$ cat src/rtl/mod_apb_master.sv
`default_nettype none
// ============================================================================
// Module   : mod_apb_master
// Purpose  : Two-requester round-robin APB master with registered bus outputs.
// Revision : 1.0 - initial release
// ============================================================================

`ifndef addrWidth
`define addrWidth 8
`endif
`ifndef dataWidth
`define dataWidth 32
`endif

module mod_apb_master #(
    parameter int ADDR_W   = `addrWidth,
    parameter int DATA_W   = `dataWidth,
    parameter int WAIT_CYC = 0
) (
    input  logic              PCLK,
    input  logic              PRESETn,
    input  logic              req0_valid,
    output logic              req0_ready,
    input  logic [ADDR_W-1:0] req0_addr,
    input  logic [DATA_W-1:0] req0_wdata,
    input  logic              req0_write,
    input  logic              req1_valid,
    output logic              req1_ready,
    input  logic [ADDR_W-1:0] req1_addr,
    input  logic [DATA_W-1:0] req1_wdata,
    input  logic              req1_write,
    output logic              rsp0_valid,
    output logic              rsp1_valid,
    output logic [DATA_W-1:0] rsp_rdata,
    output logic              busy,
    output logic [ADDR_W-1:0] PADDR,
    output logic              PSELx,
    output logic              PENABLE,
    output logic              PWRITE,
    output logic [DATA_W-1:0] PWDATA,
    input  logic [DATA_W-1:0] PRDATA
);

    localparam logic [3:0] WAIT_LAST = (WAIT_CYC > 15) ? 4'd15 : 4'(WAIT_CYC);

    typedef enum logic [1:0] {
        S_IDLE   = 2'd0,
        S_SETUP  = 2'd1,
        S_ACCESS = 2'd2
    } state_t;

    state_t              state_q, state_d;
    logic [3:0]          cnt_q, cnt_d;
    logic                rr_q, rr_d;
    logic                owner_q, owner_d;
    logic [ADDR_W-1:0]   paddr_q, paddr_d;
    logic [DATA_W-1:0]   pwdata_q, pwdata_d;
    logic                pwrite_q, pwrite_d;
    logic                psel_q, psel_d;
    logic                penable_q, penable_d;
    logic                busy_q, busy_d;
    logic                rsp0_q, rsp0_d;
    logic                rsp1_q, rsp1_d;
    logic [DATA_W-1:0]   rdata_q, rdata_d;

    logic accept_win;
    logic any_valid;
    logic grant;
    logic accept;

    // rr_q names the requester preferred on contention.
    always_comb begin
        accept_win = (state_q == S_IDLE) ||
                     ((state_q == S_ACCESS) && (cnt_q == WAIT_LAST));
        any_valid  = req0_valid | req1_valid;
        grant      = (req0_valid && req1_valid) ? rr_q : req1_valid;
        accept     = accept_win & any_valid;
    end

    assign req0_ready = accept & ~grant;
    assign req1_ready = accept & grant;

    always_comb begin
        state_d  = state_q;
        cnt_d    = cnt_q;
        rr_d     = rr_q;
        owner_d  = owner_q;
        paddr_d  = paddr_q;
        pwdata_d = pwdata_q;
        pwrite_d = pwrite_q;
        rsp0_d   = 1'b0;
        rsp1_d   = 1'b0;
        rdata_d  = rdata_q;

        if (accept) begin
            rr_d     = ~grant;
            owner_d  = grant;
            paddr_d  = grant ? req1_addr  : req0_addr;
            pwdata_d = grant ? req1_wdata : req0_wdata;
            pwrite_d = grant ? req1_write : req0_write;
        end

        case (state_q)
            S_IDLE: begin
                if (accept) begin
                    state_d = S_SETUP;
                end
            end
            S_SETUP: begin
                state_d = S_ACCESS;
                cnt_d   = 4'd0;
            end
            S_ACCESS: begin
                if (cnt_q != WAIT_LAST) begin
                    cnt_d = cnt_q + 4'd1;
                end else begin
                    rsp0_d  = ~owner_q;
                    rsp1_d  = owner_q;
                    rdata_d = pwrite_q ? '0 : PRDATA;
                    state_d = accept ? S_SETUP : S_IDLE;
                end
            end
            default: begin
                state_d = S_IDLE;
            end
        endcase

        // Bus strobes follow the next state so they come straight from flops.
        psel_d    = (state_d != S_IDLE);
        penable_d = (state_d == S_ACCESS);
        busy_d    = psel_d;
    end

    always_ff @(posedge PCLK or negedge PRESETn) begin
        if (!PRESETn) begin
            state_q   <= S_IDLE;
            cnt_q     <= 4'd0;
            rr_q      <= 1'b0;
            owner_q   <= 1'b0;
            paddr_q   <= '0;
            pwdata_q  <= '0;
            pwrite_q  <= 1'b0;
            psel_q    <= 1'b0;
            penable_q <= 1'b0;
            busy_q    <= 1'b0;
            rsp0_q    <= 1'b0;
            rsp1_q    <= 1'b0;
            rdata_q   <= '0;
        end else begin
            state_q   <= state_d;
            cnt_q     <= cnt_d;
            rr_q      <= rr_d;
            owner_q   <= owner_d;
            paddr_q   <= paddr_d;
            pwdata_q  <= pwdata_d;
            pwrite_q  <= pwrite_d;
            psel_q    <= psel_d;
            penable_q <= penable_d;
            busy_q    <= busy_d;
            rsp0_q    <= rsp0_d;
            rsp1_q    <= rsp1_d;
            rdata_q   <= rdata_d;
        end
    end

    assign PADDR      = paddr_q;
    assign PWDATA     = pwdata_q;
    assign PWRITE     = pwrite_q;
    assign PSELx      = psel_q;
    assign PENABLE    = penable_q;
    assign busy       = busy_q;
    assign rsp0_valid = rsp0_q;
    assign rsp1_valid = rsp1_q;
    assign rsp_rdata  = rdata_q;

endmodule

`default_nettype wire

$ cat config.mk
export PLATFORM = sky130hd
export DESIGN_NAME = mod_apb_master
export DESIGN_NICKNAME = d
export VERILOG_FILES = /design/src/rtl/mod_apb_master.sv
export SDC_FILE = /design/constraint.sdc
export NUM_CORES = 1
export LEC_CHECK = 0
export ABC_AREA = 1
export BUFFER_PORTS_ARGS = -buffer_cell sky130_fd_sc_hd__buf_2
export CORE_MARGIN = 2
export CORE_UTILIZATION = 40
export DETAILED_ROUTE_END_ITERATION = 8
export PLACE_DENSITY = 0.74
export SLEW_MARGIN = 15
export SYNTH_ARGS = -nofsm -noshare
export SYNTH_HDL_FRONTEND = slang
export SYNTH_SLANG_ARGS = --single-unit
$ cat constraint.sdc
create_clock -name PCLK -period 1.2 [get_ports PCLK]
set_input_delay 0.12 -clock PCLK [delete_from_list [all_inputs] [get_ports PCLK]]
set_output_delay 0.12 -clock PCLK [all_outputs]
set_load 0.02 [all_outputs]
; ---- Word-level counts from Yosys, hierarchy flattened
; Cells that the tools add are included.
[totals]
regBits = 85
input_bits = 118
out_inout_bits = 80
[classes]
n_mux = 15
eq_ne = 4
addsub = 1
n_bitwise = 7
reduce_logical = 10
[ops]
columns = operator, count
row1 = 32-bit 2-to-1 mux, 2
row2 = 8-bit 2-to-1 mux, 1
row3 = 4-bit one-hot mux with 2 select lines, 1
row4 = 1-bit 2-to-1 mux, 7
row5 = 2-bit one-hot mux with 3 select lines, 1
row6 = 4-bit by 1-bit adder with 4-bit output (second input constant), 1
row7 = 2-bit == test (second input constant), 2
row8 = 4-bit zero test, 1
row9 = 2-bit 2-to-1 mux, 2
row10 = 4-bit 2-to-1 mux, 1
row11 = 2-bit AND reduction, 2
row12 = 2-bit nonzero test, 2
row13 = 4-bit nonzero test, 1
row14 = 1-bit bitwise AND, 3
row15 = 1-bit inverter, 3
row16 = 2-bit by 1-bit == test with 1-bit output (second input constant), 1
row17 = 1-bit logical AND, 2
row18 = 2-bit zero test, 1
row19 = 2-bit by 1-bit inequality test with 1-bit output (second input constant), 1
row20 = 1-bit logical OR, 1
row21 = 1-bit bitwise OR, 1

; ---- Depth between registers and ports, before layout
; Gate-level depths: netlist (run 1).
[logic_depth]
word_depth = 8
ltp_mapped = 8
depth_no_buf = 7

; ---- Worst setup path before layout (run 1)
; Ideal clock, no wire load.
[synth_timing]
kind = register -> register
from = register cnt_q[0]
to = register pwrite_q (netlist: PWRITE)
arrival_time_ns = 1.205
stages_incl_launch_ff = 9
setup_time_ns = 0.116
t_required_ns = 1.084
path_buffers = 1
path_slack_ns = -0.122
path_cell_list = dfrtp_1 -> inv_1 -> ha_1 -> nand2_2 -> nand2_1 -> nand2_4 -> buf_6 -> nand2_1 -> nand2_1
[synth_via]
elab_chain_cells = 4
[synth_rtl]
columns = element, line_no
row1 = start: declaration, 53  ; logic [3:0] cnt_q, cnt_d;
row2 = start signal: assignment, 151  ; cnt_q <= cnt_d;
row3 = 4-bit zero test, 74  ; ((state_q == S_ACCESS) && (cnt_q == WAIT_LAST));
row4 = 1-bit logical AND, 74
row5 = 1-bit logical OR, 73  ; accept_win = (state_q == S_IDLE) ||
row6 = 1-bit bitwise AND, 77  ; accept = accept_win & any_valid;
row7 = end signal: assignment, 156  ; pwrite_q <= pwrite_d;
row8 = end: declaration, 58  ; logic pwrite_q, pwrite_d;
; No other way between the ends.
; A chain may end at the register's enable or synchronous reset.

; ---- Final worst setup path (run 1)
[layout_timing]
from = register cnt_q[3]
to = output port req1_ready
[layout_via]
elab_chain_cells = 5
[layout_rtl]
columns = element, line_no
row1 = 4-bit zero test, 74
row2 = 1-bit logical AND, 74
row3 = 1-bit logical OR, 73
row4 = 1-bit bitwise AND, 77
row5 = 1-bit bitwise AND, 81  ; assign req1_ready = accept & grant;
row6 = end: declaration, 28  ; output logic req1_ready,
; No other way between the ends.

==> reports/qor_table.md, run 1 <==
| Parameter | This run | Unit |
|---|---|---|
| Result of the run | complete, but fails checks | - |
| Violations in the final reports | setup timing | - |
| Share of total power in sequential cells | 38.7 | % |
| Clock transition at path regs | 0.10 | ns |
| Area contributors post-synth | dfrtp_1 (54%), nand2_1 (27%), nand3_1 (6.1%) | - |
| DR WL/cell | 14.6 | microns |
| Width of the chip | 103 | microns |
| Endpoint of the most critical setup path | req1_ready | - |
| CP startpoint kind | register | - |
| Worst reg2reg path endpoint | PADDR[0] | - |
| Setup repair after global routing missed its margin | yes | - |
| Top achievable clock speed | 0.662 | GHz |
| Deepest level of the CTS H-tree | 3 | - |
| Average vias per placed instance | 4.85 | - |
| Quantity of I/O buffers inserted on ports | 197 | - |
| Count of antenna-violating nets left after detailed routing | 0 | - |
| DRT Wirelength | 12,900 | microns |
| Filler cell count in the final layout | 789 | - |
| Overall fraction of global-route tracks in use | 21.1 | % |
| Largest net degree at the start of global routing | 44 | - |
| Row count | 36 | - |
| Initial DRT Pass Iterations | 4 | - |
| Placed Cells | 830 | - |
| Initial DRC count | 106 | - |
| Proportion of power drawn by the clock network | 19.5 | % |
| Initial cell density of the core | 40.9 | % |
| Count of non-filler cells in the finished layout | 882 | - |
| Worst hold path type | primary input to register | - |
| Total congestion overflow | 0 | - |
| Number of antenna violations at the first check in global routing | 0 | - |
| Count of unique library cells instantiated by Yosys | 23 | - |
| Wire length of the first global-routing pass | 17,500 | microns |
| Async set-reset flop share out of synthesis | 100 | % |
| Share of cells above drive strength 1 | 53.0 | % |
| Number of buffers on the longest clock path | 2 | - |
| Post-layout nets | 864 | - |
| Final hold violation count | 0 | - |
| Synthesized instance count | 506 | - |
| Flop and latch count out of synthesis | 85 | - |
| Via count of the first global-routing pass | 3,791 | - |
| Post-layout minimum cycle time | 1.51 | ns |
| Vias post-DR | 4,282 | - |
| Lkg Pwr | 3.73 | nW |
| Post-Syn Area per Cell | 7.82 | sq um |
| Leading post-synthesis cells by instance count | nand2_1 (281), dfrtp_1 (85), nand3_1 (48), o21ai_1 (30) | - |
| Crit path from | cnt_q[3] | - |
| Critical path class | register to primary output | - |
| Net switching fraction of the power | 39.6 | % |
| Worst endpoint required time | 1.08 | ns |
| Number of clock sinks seen by CTS | 85 | - |
| Maximum resistive drop on vdd | 0.743 | mV |
| Reg-to-reg critical path startpoint | cnt_q[3] | - |
| Max-cap viol count | 0 | - |
| Crit-path max FO | 3 | - |
| Clk_lat worst skew | 0.35 | ns |
| Power density cells | 1590 | nW/um^2 |
| Final antenna diode count | 0 | - |
| Height of the die | 103 | microns |
| Depth of the worst register-to-register path | 9 | - |
| Final cycle utilization of the critical path | 126 | % |
| Area of the multi-input gates | 2120 | sq um |
| Capturing element type of the critical path | primary output | - |
| Cell-internal power | 6.31 | mW |
| Dominant synthesized flop cell | dfrtp_1 | - |
| Slew HR | 62.7 | % |
| Boundary pin count | 198 | - |
| Most numerous cell in the Yosys netlist | nand2_1 | - |
| Max-slew violation total from the final report | 0 | - |
| DRC violations left | 0 | - |
| TritonCTS Buffers | 9 | - |
| Post-synth EDFFs | 0 | - |
| Comb pwr share | 41.9 | % |
| Clk root buf | clkbuf_8 | - |
| Worst Path Arrival | 1.39 | ns |
| Area leader, netlist | dfrtp_1 | - |
| Total setup violations reported at the end of the flow | 87 | - |
| Half-perimeter wire length after placement | 7830 | microns |
| Setup tns final | -19.84 | ns |
| Switching pwr | 4.14 | mW |
| Slew at the pin closest to its max-slew limit | 0.560 | ns |
| Total die area | 10,700 | sq um |
| Clock tree skew after final layout | 0.0123 | ns |
| Layout overhead on the synthesized area | 65.9 | % |
| Cell area after technology mapping | 3960 | sq um |
| Post-layout worst setup margin | -0.311 | ns |
| Setup slack on the worst flop-to-flop path | -0.30 | ns |
| Number of nets in the synthesized netlist | 626 | - |
| Synth top area share | 53.7 | % |
| Final RePlAce weighted congestion | 0.879 | - |
| Post-Route Utilization | 67.8 | % |
| Fraction of the yosys area taken by sequential cells | 53.7 | % |
| Register cell area after layout | 2130 | sq um |
| Clock tree from TritonCTS | done | - |
| Placeable core area | 9680 | sq um |
| Synth Warn # | 0 | - |
[logic make-up after synthesis]
kind of cell	after synthesis	synth area share (%)
compound gates	38	5.25
simple gates	338	34.4
flops	85	53.7
xor+xnor	1	0.221
buf+inv	42	5.78
fa+ha+maj	2	0.632
[per-layer routing]
| layer | GRT usage (%) | wire (microns) | vias to the layer above |
|---|---|---|---|
| met2 | 36.1 | 6580 | 192 |
| met5 | 0 | 0 | - |
| li1 | - | - | 2064 |
| met4 | 7.69 | 289 | 0 |
| met1 | 26.1 | 5140 | 1998 |
| met3 | 4.84 | 911 | 28 |
[how the worst min path moves through the flow]
stage	from	to	slack, ns	cells past startpoint
floorplan	PRESETn	PADDR[0]	-0.18	0
global placement	PRESETn	busy	0.10	2
detailed placement	PRESETn	cnt_q[2]	0.10	2
CTS	PRDATA[26]	rsp_rdata[26]	0.001	3
global route	PRDATA[18]	rsp_rdata[18]	-0.003	3
finish	PRDATA[18]	rsp_rdata[18]	0.02	3
[layout by cell type, fill, tap and decap left out, types with 14 or more instances in the layout]
cell | synthesis | final
nand2_1 | 281 | 195
buf_2 | 12 | 194
dfrtp_1 | 85 | 85
nand2_2 | 1 | 56
nand3_1 | 48 | 44
nand2_4 | 1 | 31
o21ai_2 | 0 | 22
buf_4 | 1 | 21
buf_12 | 0 | 15
o21ai_1 | 30 | 14
[cell type report]
class | count | share of cell area (%)
multi-input cells | 379 | 32.3
flip-flops and latches | 85 | 32.4
clock buffers | 9 | 1.89
repair buffers | 259 | 29.2
inverters | 10 | 0.571
clock inverters | 7 | 1.12
well taps | 133 | 2.53
[state kept, by name, indices dropped and copies added (netlist names)]
name        cells
PWDATA         32
rsp_rdata      32
PADDR           8
cnt_q           4
state_q         2
PENABLE         1
PWRITE          1
busy            1
owner_q         1
rr_q            1
rsp0_valid      1
rsp1_valid      1
[critical path: stages (launching register included)]
cell and delay (ns):
dfrtp_1 0.42, nor2_4 0.18, nand2_4 0.08, nand2_4 0.07
nand3b_1 0.10, inv_2 0.08, buf_6 0.11
[power by group through the flow]
stage / Clock [mW] / Sequential [mW] / Combinational [mW]
3_3_place_gp: 0 / 3.94 / 3.32
5_1_grt: 2.22 / 4.11 / 4.76
2_1_floorplan: 0 / 4.80 / 1.19
4_1_cts: 2.10 / 3.92 / 3.63
3_5_place_dp: 0 / 3.95 / 3.40
6_report: 2.04 / 4.04 / 4.38
[what timing repair did]
action | CTS | global route
endpoints found under the hold margin | 89 | 1
cloned | 4 | 10
buffers inserted | 12 | 10
hold buffers | 5 | 1
endpoints found under the setup margin | 79 | 86
pin swaps | 4 | 23
resized for setup | 22 | 157
[stage by stage]
stage | power (mW) | area [sq um] | worst slack (ns) | hold slack [ns]
final | 10.5 | 6570 | -0.311 | 0.0169
after global routing | 11.1 | 6570 | -0.397 | -0.00254
after CTS | 9.65 | 5780 | -0.323 | 0.00105
after detailed placement | 7.36 | 5260 | -0.0710 | 0.104
after global placement | 7.27 | 5260 | -0.0209 | 0.100
after floorplan | 5.99 | 4010 | -0.00364 | -0.176
No activity file was read; power rests on OpenSTA's default activity.
==> inputs of run 2 (changes only) <==
PLACE_DENSITY = default   (was 0.74)
PLACE_DENSITY_LB_ADDON = 0.3   (was default)
==> run 2 against run 1 <==
The flow still finishes with violations (setup timing). Combinational power fell by 12%. Wire length fell by 9.3%. Worst setup slack got worse by 0.00062 ns. Clock-buffer cell count up 5. Die area stayed put. Sequential cell count unchanged. Final cell count shrank 1.7%. Via count fell by 4.9%. Critical path type unchanged.
==> reports/qor_table.md, run 2 (synthesis gave the netlist of run 1 again) <==
| Parameter | This run | Unit | Delta |
|---|---|---|---|
| Initial DRC count | 136 | - | +28% |
| Share of total power in sequential cells | 40.0 | % | +1.3 points |
| Comb pwr share | 39.3 | % | -2.6 points |
| Clock tree skew after final layout | 0.00731 | ns | -0.00502 ns |
| Row count | 36 | - | unchanged |
| Max-slew violation total from the final report | 0 | - | unchanged |
| Layout overhead on the synthesized area | 54.1 | % |  |
| Average vias per placed instance | 4.70 | - | -3.2% |
| Total setup violations reported at the end of the flow | 83 | - | -4.6% |
| Total congestion overflow | 0 | - | unchanged |
| DRT Wirelength | 11,700 | microns | -9.3% |
| Height of the die | 103 | microns | unchanged |
| Via count of the first global-routing pass | 3,716 | - | -2.0% |
| Final cycle utilization of the critical path | 126 | % | about the same |
| Crit-path max FO | 3 | - | unchanged |
| Worst endpoint required time | 1.08 | ns | about the same |
| Critical path class | register to primary output | - |  |
| Post-Route Utilization | 63.0 | % | -4.8 points |
| Boundary pin count | 198 | - | unchanged |
| Overall fraction of global-route tracks in use | 20.7 | % | -0.37 points |
| Power density cells | 1610 | nW/um^2 | +1.2% |
| Cell-internal power | 6.11 | mW | -3.2% |
| Clk_lat worst skew | 0.35 | ns | about the same |
| Most common cell after layout, fill and taps aside | nand2_1 | - |  |
| Setup repair after global routing missed its margin | yes | - |  |
| Largest net degree at the start of global routing | 49 | - | +11% |
| Initial cell density of the core | 40.9 | % | unchanged |
| Count of non-filler cells in the finished layout | 867 | - | -1.7% |
| Capturing element type of the critical path | primary output | - |  |
| Post-layout worst setup margin | -0.312 | ns | -0.000625 ns |
| Clock tree from TritonCTS | done | - |  |
| DR WL/cell | 13.5 | microns | -7.8% |
| Share of cells above drive strength 1 | 45.6 | % | -7.4 points |
| Final hold violation count | 0 | - | unchanged |
| Deepest level of the CTS H-tree | 3 | - | unchanged |
| TritonCTS Buffers | 9 | - | unchanged |
| Final RePlAce weighted congestion | 0.753 | - | -14% |
| Total die area | 10,700 | sq um | unchanged |
| Post-layout minimum cycle time | 1.51 | ns | +0.000625 ns |
| Number of antenna violations at the first check in global routing | 0 | - | unchanged |
| Setup tns final | -15.71 | ns | +4.13 ns |
| Worst hold path type | primary input to register | - |  |
| Number of buffers on the longest clock path | 2 | - | unchanged |
| Critical-path cell list | inv_2 -> ha_4 -> nand2_4 -> nand2_4 -> nand3b_1 -> inv_2 -> buf_6 | - |  |
| DRC violations left | 0 | - | unchanged |
| Hold path cells | 3 | - | unchanged |
| Quantity of I/O buffers inserted on ports | 197 | - | unchanged |
| Count of antenna-violating nets left after detailed routing | 0 | - | unchanged |
| Initial DRT Pass Iterations | 4 | - | unchanged |
| CP startpoint kind | register | - |  |
| Clock transition at path regs | 0.08 | ns | -0.02 ns |
| Proportion of power drawn by the clock network | 20.7 | % | +1.2 points |
| Placeable core area | 9680 | sq um | unchanged |
| Worst Path Arrival | 1.39 | ns | about the same |
| Lkg Pwr | 3.51 | nW | -5.7% |
| Result of the run | complete, but fails checks | - |  |
| Clk root buf | clkbuf_8 | - |  |
| Max-cap viol count | 0 | - | unchanged |
| Top achievable clock speed | 0.662 | GHz | about the same |
| Number of clock sinks seen by CTS | 85 | - | unchanged |
| Maximum resistive drop on vdd | 0.608 | mV | -18% |
| Wire length of the first global-routing pass | 17,100 | microns | -2.1% |
| Post-layout nets | 849 | - | -1.7% |
| Filler cell count in the final layout | 864 | - | +9.5% |
| Dpl ws | -0.0924 | ns | -0.0214 ns |
| Half-perimeter wire length after placement | 7790 | microns | -0.53% |
| Switching pwr | 3.72 | mW | -10% |
| Slew HR | 73.3 | % | +11 points |
| Worst hold slack | 0.0161 | ns | -0.000826 ns |
| Width of the chip | 103 | microns | unchanged |
| Most used cells in the layout excluding fill and tap cells | nand2_1 (219), buf_2 (195), dfrtp_1 (85) | - |  |
| Net switching fraction of the power | 37.8 | % | -1.8 points |
| Slew at the pin closest to its max-slew limit | 0.400 | ns | -0.159 ns |
| Violations in the final reports | setup timing | - |  |
| Placed Cells | 826 | - | -0.48% |
| Maximum single-stage delay on the critical path | 0.39 | ns | -0.03 ns |
| Depth of the worst register-to-register path | 10 | - | +1 |
| Standard cell with the maximum stage delay on the critical path | dfrtp_1 | - |  |
| Vias post-DR | 4,074 | - | -4.9% |
==> run 2: cell types whose count changed in the layout (fill, tap and decap cells not counted), sizes merged <==
| cell | delta |
|---|---|
| clkinvlp | -1 |
| dlygate4sd3 | -4 |
| clkinv | -3 |
| inv | -2 |
| buf | -6 |
| diode | +1 |
==> run 2: through the flow <==
step           power (mW)  cell area (sq um)
3_5_place_dp         7.30               5200
5_1_grt              10.5               6100
6_report             9.83               6100
4_1_cts              9.55               5650
2_1_floorplan        5.99               4010
3_3_place_gp         7.22               5200
==> run 2: power by group through the flow <==
stage,logic (mW),registers (mW),clock network (mW)
2_1_floorplan,1.19,4.80,0
3_3_place_gp,3.25,3.97,0
3_5_place_dp,3.33,3.97,0
4_1_cts,3.54,3.93,2.08
5_1_grt,4.25,4.03,2.21
6_report,3.86,3.93,2.04
==> run 2: area by class of cell <==
class | count | area, sq um | share of cell area [%]
multi-input combinational | 379 | 1910 | 31.3
clock buffer | 14 | 163 | 2.67
clock inverter | 1 | 30.0 | 0.492
timing repair buffer | 244 | 1660 | 27.3
inverter | 10 | 37.5 | 0.615
sequential | 85 | 2130 | 34.9
antenna | 1 | 2.50 | 0.0410
tap | 133 | 166 | 2.73
==> run 2: final timing paths <==
path | endpoint | startpoint | slack [ns]
worst max-delay path | req1_ready | cnt_q[1] | -0.31
worst max register to register | PWDATA[14] | cnt_q[1] | -0.30
worst min-delay path | rsp_rdata[25] | PRDATA[25] | 0.02
max in group asynchronous | rsp_rdata[27] | PRESETn | 0.46
min in group asynchronous | PENABLE | PRESETn | 0.24
worst min register to register | PWDATA[30] | PWDATA[30] | 0.48
==> run 2: what timing repair did <==
action,CTS,global route
pin swaps,2,23
gates resized for setup,20,89
endpoints found under the hold margin,47,0
buffers inserted,7,7
setup endpoints to repair,80,83
hold buffers,2,0
cloned,5,5
==> run 2: layer usage <==
layer  track usage, %  wire, microns
met1             26.1           4980
met2             33.9           5530
met3             5.65            930
met4             8.30            268
met5                0              0
==> run 2: critical path: cells and delay by family, from the launching register on <==
| family | cells | cell delay [ns] |
|---|---|---|
| adders and majority gates | 1 | 0.15 |
| DFF | 1 | 0.39 |
| and+or+nand+nor | 3 | 0.24 |
| buffers and inverters | 3 | 0.28 |
==> inputs of run 3 (changes only) <==
==> constraint.sdc (replaced) <==
create_clock -name PCLK -period 1.2 [get_ports PCLK]
set_input_delay 0.06 -clock PCLK [delete_from_list [all_inputs] [get_ports PCLK]]
set_output_delay 0.06 -clock PCLK [all_outputs]
set_load 0.02 [all_outputs]
==> run 3 against run 2 <==
The run still ends with setup timing left. Sequential power is 3% higher. Largest power group is now combinational cells. Non-clock buffer count rose by 60. Wire length grew 16%. First-iteration DRC count decreased by 21%. Largest cell class is now non-clock buffers. Hold slack got worse by 0.0042 ns. Final area is 9.1% higher. Critical path type is now register to register. Combinational power up 7.0%. Worst setup slack better by 0.0079 ns. Sequential cell count is the same. Clock skew rose by 0.0028 ns. Clock-buffer cell count shrank 2.
==> reports/qor_table.md, run 3 (synthesis gave the netlist of run 1 again) <==
| Parameter | This run | Unit | Delta |
|---|---|---|---|
| Result of the run | complete, but fails checks | - |  |
| Violations in the final reports | setup timing | - |  |
| Post-layout minimum cycle time | 1.50 | ns | -0.00794 ns |
| Boundary pin count | 198 | - | unchanged |
| Crit-path max FO | 16 | - | +13 |
| Power density cells | 1530 | nW/um^2 | -5.2% |
| Initial DRC count | 108 | - | -21% |
| Depth of the worst register-to-register path | 9 | - | -1 |
| Total die area | 10,700 | sq um | unchanged |
| Half-perimeter wire length after placement | 7730 | microns | -0.67% |
| Comb pwr share | 40.6 | % | +1.3 points |
| Max-slew violation total from the final report | 0 | - | unchanged |
| Maximum single-stage delay on the critical path | 0.39 | ns | about the same |
| Total congestion overflow | 0 | - | unchanged |
| Clock tree from TritonCTS | done | - |  |
| Share of total power in sequential cells | 39.7 | % | -0.3 points |
| Setup tns final | -16.45 | ns | -0.736 ns |
| DR WL/cell | 14.7 | microns | +8.6% |
| Total setup violations reported at the end of the flow | 83 | - | unchanged |
| Share of cells above drive strength 1 | 40.1 | % | -5.5 points |
| Most used cells in the layout excluding fill and tap cells | nand2_1 (250), buf_2 (194), dfrtp_1 (85) | - |  |
| Clk_lat worst skew | 0.35 | ns | about the same |
| Max-cap viol count | 0 | - | unchanged |
| Net switching fraction of the power | 38.6 | % | +0.78 points |
| Width of the chip | 103 | microns | unchanged |
| Quantity of I/O buffers inserted on ports | 197 | - | unchanged |
| DRT Wirelength | 13,600 | microns | +16% |
| Final hold violation count | 0 | - | unchanged |
| Maximum resistive drop on vdd | 0.702 | mV | +15% |
| Register cell area after layout | 2130 | sq um | unchanged |
| Setup repair after global routing missed its margin | yes | - |  |
| TritonCTS Buffers | 9 | - | unchanged |
| Clock transition at path regs | 0.08 | ns | about the same |
| Area of the multi-input gates | 1850 | sq um | -3.0% |
| Top achievable clock speed | 0.665 | GHz | +0.53% |
| Worst endpoint required time | 1.43 | ns | +0.35 ns |
| Final RePlAce weighted congestion | 0.794 | - | +5.5% |
| Dpl ws | -0.0612 | ns | +0.0313 ns |
| Setup slack on the worst flop-to-flop path | -0.30 | ns | about the same |
| Filler cell count in the final layout | 726 | - | -16% |
| Most common cell after layout, fill and taps aside | nand2_1 | - |  |
| Worst reg2reg path endpoint | rsp_rdata[14] | - |  |
| Average vias per placed instance | 4.83 | - | +2.8% |
| Number of antenna violations at the first check in global routing | 0 | - | unchanged |
| Layout overhead on the synthesized area | 68.2 | % |  |
| DRC violations left | 0 | - | unchanged |
| Hold Startpoint | req0_wdata[24] | - |  |
| Lkg Pwr | 3.75 | nW | +6.6% |
| Worst hold path type | primary input to register | - |  |
| Power consumption | 10.2 | mW | +3.5% |
| Critical path class | register to register | - |  |
| Count of antenna-violating nets left after detailed routing | 0 | - | unchanged |
| CP startpoint kind | register | - |  |
| Height of the die | 103 | microns | unchanged |
| Endpoint, Worst Hold | PWDATA[24] | - |  |
| Switching pwr | 3.92 | mW | +5.6% |
| Final antenna diode count | 0 | - | -1 |
| Number of clock sinks seen by CTS | 85 | - | unchanged |
| Cell-internal power | 6.24 | mW | +2.2% |
| Capturing element type of the critical path | register | - |  |
| Final cycle utilization of the critical path | 125 | % | -0.66 points |
| Proportion of power drawn by the clock network | 19.7 | % | -1.0 points |
| Standard cell with the maximum stage delay on the critical path | dfrtp_1 | - |  |
| CP Buf/Inv Count | 5 | - | +2 |
| Reg-to-reg critical path startpoint | cnt_q[1] | - |  |
| Slew HR | 77.4 | % | +4.1 points |
| Post-layout nets | 909 | - | +7.1% |
| Overall fraction of global-route tracks in use | 22.2 | % | +1.5 points |
| Via count of the first global-routing pass | 4,132 | - | +11% |
| Number of buffers on the longest clock path | 2 | - | unchanged |
| Post-layout worst setup margin | -0.304 | ns | +0.00794 ns |
| Initial cell density of the core | 40.9 | % | unchanged |
| Clk root buf | clkbuf_8 | - |  |
| Largest net degree at the start of global routing | 35 | - | -29% |
| Initial DRT Pass Iterations | 7 | - | +3 |
| Clock tree skew after final layout | 0.0102 | ns | +0.00285 ns |
| Critical-path cell list | inv_2 -> ha_4 -> buf_4 -> buf_6 -> nand3_4 -> buf_12 -> buf_16 -> nand2_1 -> o21ai_1 | - |  |
| Cell family with the largest share of critical-path delay | buffers and inverters | - |  |
| Wire length of the first global-routing pass | 18,600 | microns | +8.6% |
| Deepest level of the CTS H-tree | 3 | - | unchanged |
| Worst Path Arrival | 1.73 | ns | +0.34 ns |
| Vias post-DR | 4,477 | - | +9.9% |
| Row count | 36 | - | unchanged |
| Placeable core area | 9680 | sq um | unchanged |
| Slew at the pin closest to its max-slew limit | 0.338 | ns | -0.0620 ns |
| Hold path cells | 5 | - | +2 |
==> run 3: final cells by class <==
| cell class | instances | share of cell area [%] |
|---|---|---|
| clock buffers | 12 | 2.18 |
| clock inverters | 4 | 0.714 |
| inverters | 10 | 0.564 |
| multi-input cells | 379 | 27.8 |
| flip-flops and latches | 85 | 31.9 |
| well taps | 133 | 2.50 |
| repair buffers | 304 | 34.3 |
==> run 3: worst register-to-register path, stage by stage, from the launching register on <==
cell and delay (ns):
dfrtp_1 0.39, inv_2 0.08, ha_4 0.15, buf_4 0.11
buf_6 0.09, nand3_4 0.09, buf_12 0.17, buf_16 0.16
nand2_1 0.08, o21ai_1 0.09
==> run 3: metal layers <==
layer | vias up | global-route usage (%) | routed length, microns
met3 | 45 | 6.12 | 1090
met4 | 0 | 8.40 | 513
li1 | 2148 | - | -
met2 | 211 | 37.7 | 6550
met5 | - | 0 | 0
met1 | 2073 | 27.0 | 5440
==> run 3: power groups by stage <==
stage,clock (mW),sequential [mW],combinational [mW]
global placement,0,3.96,3.29
floorplan,0,4.80,1.18
detailed placement,0,3.96,3.35
finish,2.00,4.04,4.13
CTS,2.05,3.92,3.68
global route,2.20,4.11,4.49
==> run 3: per-stage QoR <==
step | cell area [sq um] | util [%] | cells | hold slack, ns
CTS | 6240 | 64.5 | 917 | 0.000476
detailed placement | 5220 | 53.9 | 829 | -0.0236
global placement | 5220 | 53.9 | 829 | -0.0233
finish | 6660 | 68.8 | 927 | 0.0119
global route | 6660 | 68.8 | 927 | 0.00665
floorplan | 4000 | - | 506 | -0.236
==> run 3: worst max path at each step <==
stage | start | end | depth (start not counted)
floorplan | cnt_q[0] | PWRITE | 7
global placement | cnt_q[3] | PWDATA[16] | 6
detailed placement | cnt_q[3] | PWDATA[16] | 6
CTS | cnt_q[0] | req1_ready | 7
global route | cnt_q[1] | rsp_rdata[14] | 9
finish | cnt_q[1] | rsp_rdata[14] | 9
==> run 3: timing repair <==
item,CTS,global route
gates cloned,5,7
resized for setup,17,70
hold buffers,63,0
hold endpoints to repair,147,0
setup buffers,4,4
setup endpoints to repair,78,86
pin swaps,2,7
